File: src/rtl/dot_product_mac_hex_if.sv
// Operand-write, control, status and display bundle for the dot-product engine.
// The bench drives the master side; the engine implements the slave side.
interface dot_product_mac_hex_if #(
   parameter int W       = 8,
   parameter int N_PAIRS = 2,
   parameter int ACC_W   = 16,
   parameter int DIGITS  = 4
);
   localparam int AW    = $clog2(2 * N_PAIRS);
   localparam int SEL_W = (N_PAIRS > 1) ? $clog2(N_PAIRS) : 1;

   logic                  wr_en;
   logic [AW-1:0]         wr_addr;
   logic [W-1:0]          wr_data;
   logic                  start;
   logic                  disp_mode;
   logic [SEL_W-1:0]      disp_sel;
   logic                  busy;
   logic                  done;
   logic [ACC_W-1:0]      result;
   logic                  ovf;
   logic [7*DIGITS-1:0]   HEX;

   modport master (
      output wr_en, wr_addr, wr_data, start, disp_mode, disp_sel,
      input  busy, done, result, ovf, HEX
   );

   modport slave (
      input  wr_en, wr_addr, wr_data, start, disp_mode, disp_sel,
      output busy, done, result, ovf, HEX
   );
endinterface

File: src/rtl/dot_product_mac_hex.sv
// Sequential dot-product engine: one multiply per clock into a 2-stage MAC pipeline,
// with overflow flag and active-low 7-segment display of the result or an operand pair.
module dot_product_mac_hex #(
   parameter int W       = 8,
   parameter int N_PAIRS = 2,
   parameter int ACC_W   = 16,
   parameter int DIGITS  = 4
) (
   input  logic                   CLOCK_50,
   input  logic                   RESET_N,
   dot_product_mac_hex_if.slave   bus
);
   localparam int AW     = $clog2(2 * N_PAIRS);
   localparam int SEL_W  = (N_PAIRS > 1) ? $clog2(N_PAIRS) : 1;
   localparam int IDX_W  = (N_PAIRS > 1) ? $clog2(N_PAIRS) : 1;
   localparam int CNT_W  = $clog2(N_PAIRS + 1);
   localparam int P_W    = 2 * W;
   localparam int SUM_W  = ((ACC_W > P_W) ? ACC_W : P_W) + 1;
   localparam int DISP_W = 4 * DIGITS;

   typedef enum logic [1:0] {IDLE, RUN, FINISH} state_t;

   state_t               state_q, state_d;
   logic [W-1:0]         x_reg [N_PAIRS];
   logic [W-1:0]         y_reg [N_PAIRS];
   logic [CNT_W-1:0]     idx;
   logic [P_W-1:0]       prod_q;
   logic                 prod_vld;
   logic [ACC_W-1:0]     acc;
   logic                 ovf_acc;
   logic [ACC_W-1:0]     result_q;
   logic                 ovf_q;
   logic                 busy_q;
   logic                 done_q;
   logic [SUM_W-1:0]     sum_w;
   logic                 carry;
   logic                 addr_ok;
   logic [IDX_W-1:0]     wr_pair;
   logic [DISP_W-1:0]    disp_src;
   logic                 dash;
   logic [7*DIGITS-1:0]  hex;

   function automatic logic [6:0] seg7(input logic [3:0] n);
      case (n)
         4'h0: seg7 = 7'b1000000;  4'h1: seg7 = 7'b1111001;
         4'h2: seg7 = 7'b0100100;  4'h3: seg7 = 7'b0110000;
         4'h4: seg7 = 7'b0011001;  4'h5: seg7 = 7'b0010010;
         4'h6: seg7 = 7'b0000010;  4'h7: seg7 = 7'b1111000;
         4'h8: seg7 = 7'b0000000;  4'h9: seg7 = 7'b0010000;
         4'hA: seg7 = 7'b0001000;  4'hB: seg7 = 7'b0000011;
         4'hC: seg7 = 7'b1000110;  4'hD: seg7 = 7'b0100001;
         4'hE: seg7 = 7'b0000110;  default: seg7 = 7'b0001110;
      endcase
   endfunction

   always_ff @(posedge CLOCK_50) begin
      if (!RESET_N) state_q <= IDLE;
      else          state_q <= state_d;
   end

   // The last accumulate happens on the edge where the final product is valid and idx is exhausted.
   always_comb begin
      state_d = state_q;
      case (state_q)
         IDLE:    if (bus.start) state_d = RUN;
         RUN:     if (prod_vld && int'(idx) == N_PAIRS) state_d = FINISH;
         FINISH:  state_d = IDLE;
         default: state_d = IDLE;
      endcase
   end

   assign sum_w   = SUM_W'(acc) + SUM_W'(prod_q);
   assign carry   = |sum_w[SUM_W-1:ACC_W];
   assign addr_ok = int'(bus.wr_addr) < 2 * N_PAIRS;
   assign wr_pair = IDX_W'(bus.wr_addr >> 1);

   always_ff @(posedge CLOCK_50) begin
      if (!RESET_N) begin
         for (int i = 0; i < N_PAIRS; i++) begin
            x_reg[i] <= '0;
            y_reg[i] <= '0;
         end
         idx      <= '0;
         prod_q   <= '0;
         prod_vld <= 1'b0;
         acc      <= '0;
         ovf_acc  <= 1'b0;
         result_q <= '0;
         ovf_q    <= 1'b0;
         busy_q   <= 1'b0;
         done_q   <= 1'b0;
      end else begin
         done_q <= 1'b0;
         case (state_q)
            IDLE: begin
               if (bus.wr_en && addr_ok) begin
                  if (bus.wr_addr[0]) y_reg[wr_pair] <= bus.wr_data;
                  else                x_reg[wr_pair] <= bus.wr_data;
               end
               if (bus.start) begin
                  acc      <= '0;
                  idx      <= '0;
                  ovf_acc  <= 1'b0;
                  prod_vld <= 1'b0;
                  busy_q   <= 1'b1;
               end
            end
            RUN: begin
               if (int'(idx) < N_PAIRS) begin
                  prod_q   <= P_W'(x_reg[idx[IDX_W-1:0]]) * P_W'(y_reg[idx[IDX_W-1:0]]);
                  idx      <= idx + 1'b1;
                  prod_vld <= 1'b1;
               end else begin
                  prod_vld <= 1'b0;
               end
               if (prod_vld) begin
                  acc <= sum_w[ACC_W-1:0];
                  if (carry) ovf_acc <= 1'b1;
               end
            end
            FINISH: begin
               result_q <= acc;
               ovf_q    <= ovf_acc;
               done_q   <= 1'b1;
               busy_q   <= 1'b0;
            end
            default: ;
         endcase
      end
   end

   // Display source is zero-extended so unused upper digits read as 0.
   always_comb begin
      disp_src = '0;
      dash     = 1'b0;
      if (bus.disp_mode)
         disp_src = DISP_W'(result_q);
      else if (int'(bus.disp_sel) >= N_PAIRS)
         dash = 1'b1;
      else
         disp_src = DISP_W'({x_reg[bus.disp_sel], y_reg[bus.disp_sel]});
   end

   always_comb begin
      hex = '0;
      for (int i = 0; i < DIGITS; i++)
         hex[7*i +: 7] = dash ? 7'b0111111 : seg7(disp_src[4*i +: 4]);
   end

   assign bus.HEX    = hex;
   assign bus.busy   = busy_q;
   assign bus.done   = done_q;
   assign bus.result = result_q;
   assign bus.ovf    = ovf_q;
endmodule

File: src/flat_wrapper.sv
// flat-port wrapper written by rule: the top's interface ports become plain ports
module dot_product_mac_hex_flat 
#(
   parameter int W       = 8,
   parameter int N_PAIRS = 2,
   parameter int ACC_W   = 16,
   parameter int DIGITS  = 4
)
  (CLOCK_50, RESET_N, bus_wr_en, bus_wr_addr, bus_wr_data, bus_start, bus_disp_mode, bus_disp_sel, bus_busy, bus_done, bus_result, bus_ovf, bus_HEX);
  dot_product_mac_hex_if #(.W(W), .N_PAIRS(N_PAIRS), .ACC_W(ACC_W), .DIGITS(DIGITS)) bus_i ();
  input  logic CLOCK_50;
  input  logic RESET_N;
  input wire logic [$bits(bus_i.wr_en)-1:0] bus_wr_en;
  input wire logic [$bits(bus_i.wr_addr)-1:0] bus_wr_addr;
  input wire logic [$bits(bus_i.wr_data)-1:0] bus_wr_data;
  input wire logic [$bits(bus_i.start)-1:0] bus_start;
  input wire logic [$bits(bus_i.disp_mode)-1:0] bus_disp_mode;
  input wire logic [$bits(bus_i.disp_sel)-1:0] bus_disp_sel;
  output wire logic [$bits(bus_i.busy)-1:0] bus_busy;
  output wire logic [$bits(bus_i.done)-1:0] bus_done;
  output wire logic [$bits(bus_i.result)-1:0] bus_result;
  output wire logic [$bits(bus_i.ovf)-1:0] bus_ovf;
  output wire logic [$bits(bus_i.HEX)-1:0] bus_HEX;
  assign bus_i.wr_en = bus_wr_en;
  assign bus_i.wr_addr = bus_wr_addr;
  assign bus_i.wr_data = bus_wr_data;
  assign bus_i.start = bus_start;
  assign bus_i.disp_mode = bus_disp_mode;
  assign bus_i.disp_sel = bus_disp_sel;
  assign bus_busy = bus_i.busy;
  assign bus_done = bus_i.done;
  assign bus_result = bus_i.result;
  assign bus_ovf = bus_i.ovf;
  assign bus_HEX = bus_i.HEX;
  dot_product_mac_hex #(.W(W), .N_PAIRS(N_PAIRS), .ACC_W(ACC_W), .DIGITS(DIGITS)) u_core (.CLOCK_50(CLOCK_50), .RESET_N(RESET_N), .bus(bus_i));
endmodule
File: config.mk
export PLATFORM = sky130hd
export DESIGN_NAME = dot_product_mac_hex_flat
export DESIGN_NICKNAME = d
export VERILOG_FILES = /design/src/rtl/dot_product_mac_hex_if.sv /design/src/rtl/dot_product_mac_hex.sv /design/src/flat_wrapper.sv
export SDC_FILE = /design/constraint.sdc
export NUM_CORES = 1
export LEC_CHECK = 0
export CAP_MARGIN = 20
export CELL_PAD_IN_SITES_DETAIL_PLACEMENT = 1
export CELL_PAD_IN_SITES_GLOBAL_PLACEMENT = 2
export CORE_AREA = 3 3 135 169
export CTS_CLUSTER_SIZE = 14
export DETAILED_ROUTE_END_ITERATION = 8
export DIE_AREA = 0 0 138 172
export GPL_TIMING_DRIVEN = 0
export PLACE_DENSITY = 0.74
export SLEW_MARGIN = 25
export SYNTH_ARGS = -nofsm -noshare
export SYNTH_HDL_FRONTEND = slang
export SYNTH_SLANG_ARGS = --single-unit
File: constraint.sdc
create_clock -name CLOCK_50 -period 8.8 [get_ports CLOCK_50]
set_input_delay 1.32 -clock CLOCK_50 [delete_from_list [all_inputs] [get_ports CLOCK_50]]
set_output_delay 1.32 -clock CLOCK_50 [all_outputs]
set_load 0.1 [all_outputs]
Word-level counts from Yosys, hierarchy flattened
Memories as Yosys holds them, arrays and structs flattened. A register that Yosys moved wholly into a read port is not among the register bits.
Cells that the tools add are included.
{ "totals": {"mem_bits_rw": 32, "reg_bits": 57, "elab_cells": 81, "romBits": 448, "input_bits": 16, "mem_count": 6, "out_inout_bits": 47, "latch_bits": 0} }
{ "classes": {"n_lt_le_gt_ge": 1, "div": 0, "shifts": 0, "bitwise": 0, "n_eq_ne": 8, "addsub": 2, "multipliers": 1, "mux": 40, "n_reduce_logical": 13} }
{ "memory_table": {"columns": ["name", "depth", "word_bits", "read_ports", "rd_ports_with_merged_regs", "wr", "line_no", "source"], "rows": [
  ["(no name shown)", 16, 7, 1, 0, 0, "dot_product_mac_hex.sv:44", "case (n)"],
  ["(no name shown)", 16, 7, 1, 0, 0, "dot_product_mac_hex.sv:44", null],
  ["(no name shown)", 16, 7, 1, 0, 0, "dot_product_mac_hex.sv:44", null],
  ["(no name shown)", 16, 7, 1, 0, 0, "dot_product_mac_hex.sv:44", null],
  ["u_core.x_reg", 2, 8, 2, 1, 2, "dot_product_mac_hex.sv:24", "logic [W-1:0] x_reg [N_PAIRS];"],
  ["u_core.y_reg", 2, 8, 2, 1, 2, "dot_product_mac_hex.sv:25", "logic [W-1:0] y_reg [N_PAIRS];"]
]} }
{ "ops": {"columns": ["operator", "n"], "rows": [
  ["$mux W16", 3],
  ["$pmux W16 S2", 1],
  ["$mux W1", 25],
  ["$add A16 B16 Y17", 1],
  ["$mul A8 B8 Y16", 1],
  ["$mux W8", 2],
  ["$reduce_or A8 Y1", 2],
  ["$mux W2", 4],
  ["$ne A2 B1 Y1 const B", 4],
  ["$pmux W2 S2", 2],
  ["$reduce_and A2 Y1", 4],
  ["$pmux W1 S2", 3],
  ["$reduce_and A3 Y1", 2],
  ["$eq A2 B2 Y1 const B", 2],
  ["$reduce_and A4 Y1", 1],
  ["$reduce_bool A2 Y1", 2],
  ["$add A2 B1 Y2 const B", 1],
  ["$eq A2 B1 Y1 const B", 1],
  ["$logic_not A2 Y1", 1],
  ["$lt A2 B2 Y1 const B", 1],
  ["$ne A2 B2 Y1 const B", 1],
  ["$logic_and A1 B1 Y1", 1]
]} }

Logic depth before layout (Yosys ltp)
Gate-level depths: netlist (run 1).
{ "depth": {"depth_word": 7, "mapped_depth": 20, "depth_no_buf": 17} }

Least setup slack after synthesis (run 1)
Ideal clock, no wire load.
{ "synth_timing": {"kind": "input-to-output", "from": "in bus_disp_sel", "to": "out bus_HEX[14]", "stages": 8, "arrival_ps": 4859, "path_buffers": 2, "t_required_ps": 7480, "path_slack_ps": 2621, "cell_sequence": "buf_2 -> buf_4 -> mux2i_1 -> nor2_1 -> a21oi_1 -> ha_1 -> inv_1 -> o31ai_1"} }
{ "synth_between": {"elab_chain_cells": 3} }
{ "synth_rtl": {"columns": ["item", "line_no", "source"], "rows": [
  ["from (decl)", "flat_wrapper.sv:18", "input wire logic [$bits(bus_i.disp_sel)-1:0] bus_disp_sel;"],
  ["$mem_v2 Z2 W8", null, null],
  ["$mux W16", "dot_product_mac_hex.sv:136", "if (bus.disp_mode)"],
  ["$mem_v2 Z16 W7", null, null],
  ["to (decl)", "flat_wrapper.sv:23", "output wire logic [$bits(bus_i.HEX)-1:0] bus_HEX;"]
]} }
No other way between the ends.

Worst setup path after layout (run 1)
{ "layout_timing": {"from": "in bus_disp_sel", "to": "out bus_HEX[24]"} }
The elaborated chain is that of the path after synthesis.

==> results of run 1 <==
## cell type report
cell class	count	area, um^2
tap	279	349.1
clock inverter	7	101.3
timing repair buffer	60	600.6
multi-input combinational	666	4896
clock buffer	9	225.2
fill	2575	12770
inverter	70	262.8
sequential	90	2122
buffer	33	146.4
## power groups by stage
stage / registers [uW] / logic [uW] / clock network (uW)
floorplan: 468 / 330 / 0
global placement: 471 / 448 / 0
detailed placement: 471 / 451 / 0
CTS: 462 / 453 / 435
global route: 463 / 498 / 451
finish: 461 / 444 / 429
## per-stage QoR
stage               hold WS, ns  power (uW)
detailed placement       0.4560       922.3
global route             0.4875        1412
floorplan                0.4356       798.2
global placement         0.4534       918.3
finish                   0.4612        1334
CTS                      0.4661        1350
## cells in the mapped netlist (18+ instances only)
master    instances  area (um^2)
a21oi_1          61        305.3
dfxtp_1          58         1161
ha_1             77        963.4
and2_1           26        162.7
edfxtp_1         32        960.9
inv_1            69        259.0
a22o_1           22        192.7
fa_1             37        740.7
nor2_1          100        375.4
clkbuf_1         18        67.56
mux2i_1          36        360.4
nand2_1          95        356.6
o21ai_0          20        100.1
o21ai_1          24        120.1
## worst max-delay path: cells and delay by family
kind                     cells  cell delay [ns]
adder cells (fa/ha/maj)      1             0.37
multiplexers                 1             0.38
AND/OR/NAND/NOR              2             0.23
AO/OA/AOI/OAI                3             0.74
buffers and inverters        3             1.64
## worst max-delay path by stage
stage	end	slack [ns]	cells past startpoint
2_1_floorplan	bus_HEX[14]	2.62	8
3_3_place_gp	bus_HEX[24]	2.79	10
3_5_place_dp	bus_HEX[24]	2.77	10
4_1_cts	bus_HEX[24]	2.71	10
5_1_grt	bus_HEX[24]	2.63	10
6_report	bus_HEX[24]	2.79	10
## per-layer routing
| metal | GRT usage [%] | part of all wire [%] | wire (um) |
|---|---|---|---|
| met1 | 22.23 | 44 | 9604 |
| met3 | 1.604 | 1.8 | 393 |
| met2 | 34.83 | 52 | 11400 |
| met4 | 6.102 | 2.2 | 486 |
| met5 | 0 | 0 | 0 |
## layout by cell type, fill, tap and decap left out, types with 19 or more instances in the layout
cell type | netlist | final
clkdlybuf4s50_1 | 0 | 60
mux2i_1 | 36 | 36
edfxtp_1 | 32 | 32
a22o_1 | 22 | 22
o21ai_0 | 20 | 19
nor2_1 | 100 | 100
dfxtp_1 | 58 | 58
nand2_1 | 95 | 95
a21oi_1 | 61 | 61
fa_1 | 37 | 37
o21ai_1 | 24 | 25
and2_1 | 26 | 26
ha_1 | 77 | 77
inv_1 | 69 | 69
## logic make-up after synthesis
group | after synthesis | share of synthesized area, %
AO/OA/AOI/OAI | 202 | 17.59
multiplexers | 36 | 4.852
XOR/XNOR | 22 | 2.594
AND/OR/NAND/NOR | 292 | 17.94
buffers and inverters | 103 | 5.509
flip-flops | 90 | 28.57
adder cells (fa/ha/maj) | 114 | 22.94
==> results.ini, run 1 <==
[clocking]
cts_root_buffer=clkbuf_16
postCtsSetupBuffers=0
numCtsBuffers=9
htreeDepth=3
cts_tree=yes
clockBufferDepth=2
ctsHoldBuffers=0
cts.clk_slew.worst_paths_ns=0.07
clk_latency_ns=0.34
cts_resized=0
cts.sinks=90

[detailed_routing]
drtPass1Iterations=7
vias_per_cell=5.178
drtIter0Drc=181
num_vias=6286
drt_wl_total_mm=21.88
ant_nets=0
wl_per_cell_um=18.02
drc=0

[pwr]
p_comb_share_pct=33.3
swShare_pct=36.90
vdd_drop_max_mv=0.08516
cellPowerDensity_mw_per_mm2=153.3
p_switching_uw=492.4
cellLeakagePower_uw=0.003811
p_seq_share_pct=34.6
internal_power_uw=841.9
pwr-share-clk_pct=32.2

[critical_path]
cp.required_ns=7.48
ff2ff_path_depth=18
cp_cell_sequence=buf_2 -> buf_4 -> mux2i_1 -> nor2_1 -> a21oi_1 -> ha_1 -> nor2_1 -> a211oi_1 -> a31oi_1 -> clkdlybuf4s50_1
startpoint_type=input pin
reg2reg_slack_ns=3.01
r2r-end=u_core.prod_q[15]
path_common_cell=nor2_1
crit_path_max_incr_delay_ns=1.15
path_max_fanout=10
crit_path_start=bus_disp_sel
critPathKind=input pin to output port
cp_data_arrival_time_ns=4.69
crit_path_end_kind=output port
cpMaxStageDelayCell=clkdlybuf4s50_1

[placement]
gp_congestion=0.8769
dpl.hpwl_mm=17.86
dpl_worst_slack_ns=2.769
dp_cells=1198
numPortBuffers=60
place_area_mm2=0.008377

[layout]
antenna_cells=0
fin_cells=1214
final_core_util_pct=40.54
drive_gt1_share_pct=4.492
final_cell_area_mm2=0.008703
finalNetCount=1060
syn_to_final_growth_pct=17.18

[worst_hold_path]
holdCritStartpoint=u_core.bus.ovf
hold_path_depth=2
hold_path_class=register to register
holdPathEnd=u_core.bus.ovf

[timing]
tightest_slew_ns=1.036
finalCriticalPeriod_ns=6.010
setup_viol_count_final=0
rsz0062_at_grt=false
relSlewSlack_pct=28.92
timing.final.ws_setup_ns=2.790
skew_ns=0.007885
fin_crit_sh_pct=68.30
drv_slew=0
fmax_mhz=166.4
hold_viol_final=0
fin_tns_setup_ns=0

[synthesis]
netlist-cell-type-count=54
synth-seq-cells=90
ys_async_sr_fraction_pct=0
synth_nets=989
synth_edf_count=32
seq_area_frac_synth_pct=28.57
synthCells=859
postSynthAreaPerCell_um2=8.646
yosys_warnings=0
synth_area_mm2=0.007427
synth_top_flop_cell=dfxtp_1

[die]
ios=63
fp.coreArea_mm2=0.02147
die-area_mm2=0.02374
initial_core_util_pct=34.59
die_h_um=172
core.rowCount=60
die_w_um=138

[global_route]
grt_pass1_vias=6534
grt_overflow=0
grt_start_max_net_pins=17
grt_pass1_wl_mm=35.26
grt_antenna_before_repair=0
grt_usage_pct=18.47

[job]
cap_violations=0

[run_status]
status=finished, final reports clean

Note: power is estimated with default switching activity, not from simulation.
==> run 2: changes to the inputs <==
==> constraint.sdc (replaced) <==
create_clock -name CLOCK_50 -period 6 [get_ports CLOCK_50]
set_input_delay 0.9 -clock CLOCK_50 [delete_from_list [all_inputs] [get_ports CLOCK_50]]
set_output_delay 0.9 -clock CLOCK_50 [all_outputs]
set_load 0.1 [all_outputs]
==> results.ini, run 2 (synthesis results as in run 1) <==
[critical_path]
startpoint_type=register
path_max_fanout=10  ; unchanged
cp.required_ns=6.21  ; -1.27 ns
crit_path_max_incr_delay_ns=0.75  ; -0.40 ns
crit_cells=17  ; +7
cpLargestDelayFamily=adder cells
path_common_cell=fa_1
ff2ff_path_depth=17  ; -1
cp_cell_sequence=buf_2 -> buf_2 -> mux2i_1 -> nor2_1 -> fa_1 -> fa_1 -> fa_1 -> inv_1 -> fa_1 -> inv_1 -> ha_1 -> a21oi_1 -> o22ai_1 -> a211oi_1 -> a21oi_1 -> xnor2_1 -> a21oi_1
crit_path_end_kind=register
reg2reg_slack_ns=0.37  ; -2.64 ns
critPathKind=register to register
cp.buffers_inverters=4  ; +1
cpMaxStageDelayCell=mux2i_1
cp_data_arrival_time_ns=5.85  ; +1.16 ns

[clocking]
clk_latency_ns=0.34  ; about the same
cts_tree=yes
cts_resized=0  ; unchanged
ctsHoldBuffers=0  ; unchanged
numCtsBuffers=9  ; unchanged
clockBufferDepth=2  ; unchanged
cts.clk_slew.worst_paths_ns=0.07  ; about the same
postCtsSetupBuffers=0  ; unchanged
htreeDepth=3  ; unchanged
cts_root_buffer=clkbuf_16
cts.sinks=90  ; unchanged

[placement]
gp_congestion=0.8769  ; unchanged
numPortBuffers=60  ; unchanged
place_area_mm2=0.008377  ; unchanged
dpl.hpwl_mm=17.86  ; unchanged

[timing]
whs_ns=0.4613  ; +0.00004700 ns
fmax_mhz=177.5
setup_viol_count_final=0  ; unchanged
tightest_slew_ns=1.004  ; -0.03279 ns
fin_crit_sh_pct=93.91
skew_ns=0.008413  ; +0.0005278 ns
finalCriticalPeriod_ns=5.635
hold_viol_final=0  ; unchanged
relSlewSlack_pct=32.88  ; +4.0 points
rsz0062_at_grt=false
fin_tns_setup_ns=0  ; unchanged
drv_slew=0  ; unchanged

[detailed_routing]
drc=0  ; unchanged
drt_wl_total_mm=21.95  ; +0.29%
drtIter0Drc=178  ; -1.7%
vias_per_cell=5.172  ; -0.11%
ant_nets=0  ; unchanged
drtPass1Iterations=6  ; -1
wl_per_cell_um=18.08  ; +0.29%
num_vias=6279  ; -0.11%

[die]
die_w_um=138  ; unchanged
core.rowCount=60  ; unchanged
die-area_mm2=0.02374  ; unchanged
fp.coreArea_mm2=0.02147  ; unchanged
initial_core_util_pct=34.59  ; unchanged
ios=63  ; unchanged
die_h_um=172  ; unchanged

[pwr]
cellPowerDensity_mw_per_mm2=224.4  ; +46%
cellLeakagePower_uw=0.003819  ; +0.20%
vdd_drop_max_mv=0.1242  ; +46%
total_power_uw=1960  ; +47%

[worst_hold_path]
hold_path_class=register to register
hold_path_depth=2  ; unchanged

[layout]
drive_gt1_share_pct=5.455  ; +0.96 points
final_cell_mix=nor2_1, nand2_1, ha_1
syn_to_final_growth_pct=17.64
final_common_cell=nor2_1
final_cell_area_mm2=0.008737  ; +0.39%
final_core_util_pct=40.69  ; +0.16 points
finalNetCount=1060  ; unchanged
antenna_cells=0  ; unchanged
fill_cells=2576  ; +0.039%

[global_route]
grt_pass1_vias=6534  ; unchanged
grt_overflow=0  ; unchanged
grt_usage_pct=18.47  ; unchanged
grt_pass1_wl_mm=35.26  ; unchanged
grt_antenna_before_repair=0  ; unchanged
grt_start_max_net_pins=17  ; unchanged

[job]
cap_violations=0  ; unchanged

[run_status]
status=finished, final reports clean

[run 2: cell type report]
class / count / area [um^2] / area share (%)
multi-input cells: 666 / 4930 / 56.42
flip-flops and latches: 90 / 2122 / 24.29
repair buffers: 60 / 600.6 / 6.874
well taps: 279 / 349.1 / 3.995
inverters: 70 / 262.8 / 3.007
clock buffers: 9 / 225.2 / 2.578
plain buffers: 33 / 146.4 / 1.675
clock inverters: 7 / 101.3 / 1.160
[run 2: path summary, 6_finish.rpt]
check | startpoint | endpoint
max | register | u_core.prod_q[15]
max reg2reg | register | u_core.prod_q[15]
min reg2reg | u_core.bus.ovf | u_core.bus.ovf
min | u_core.bus.ovf | u_core.bus.ovf
[run 2: report_power, final]
| group | internal (uW) | switching (uW) |
|---|---|---|
| clock network | 369 | 259 |
| registers | 658 | 19.9 |
| logic | 210 | 444 |
| total | 1240 | 723 |
[run 2: worst register-to-register path, delay by kind of cell (launching register included)]
family	cells	cell delay [ns]
compound gates	5	0.92
xor+xnor	1	0.18
fa+ha+maj	5	2.48
simple gates	1	0.13
flops	1	0.31
mux	1	0.75
buf+inv	4	0.75
[run 2: per-stage QoR]
stage / std cells / setup WS, ns
finish: 1214 / 0.3653
CTS: 1214 / 0.2064
floorplan: 859 / 0.6605
detailed placement: 1198 / 0.2365
global route: 1214 / 0.07546
global placement: 1198 / 0.2730
[run 2: metal layers]
layer,vias up,wire length (um),track usage [%]
met3,20,382,1.604
met4,0,507,6.102
li1,3109,-,-
met2,80,11360,34.83
met1,3070,9693,22.23
met5,-,0,0
==> run 3: changes to the inputs <==
--- a/config.mk
+++ b/config.mk
@@ -5,6 +5,7 @@
 export SDC_FILE = /design/constraint.sdc
 export NUM_CORES = 1
 export LEC_CHECK = 0
+export ABC_AREA = 0
 export CAP_MARGIN = 20
 export CELL_PAD_IN_SITES_DETAIL_PLACEMENT = 1
 export CELL_PAD_IN_SITES_GLOBAL_PLACEMENT = 2
==> results of run 3 <==
Same layout as run 2: the final DEF is identical, and so are final timing and power.
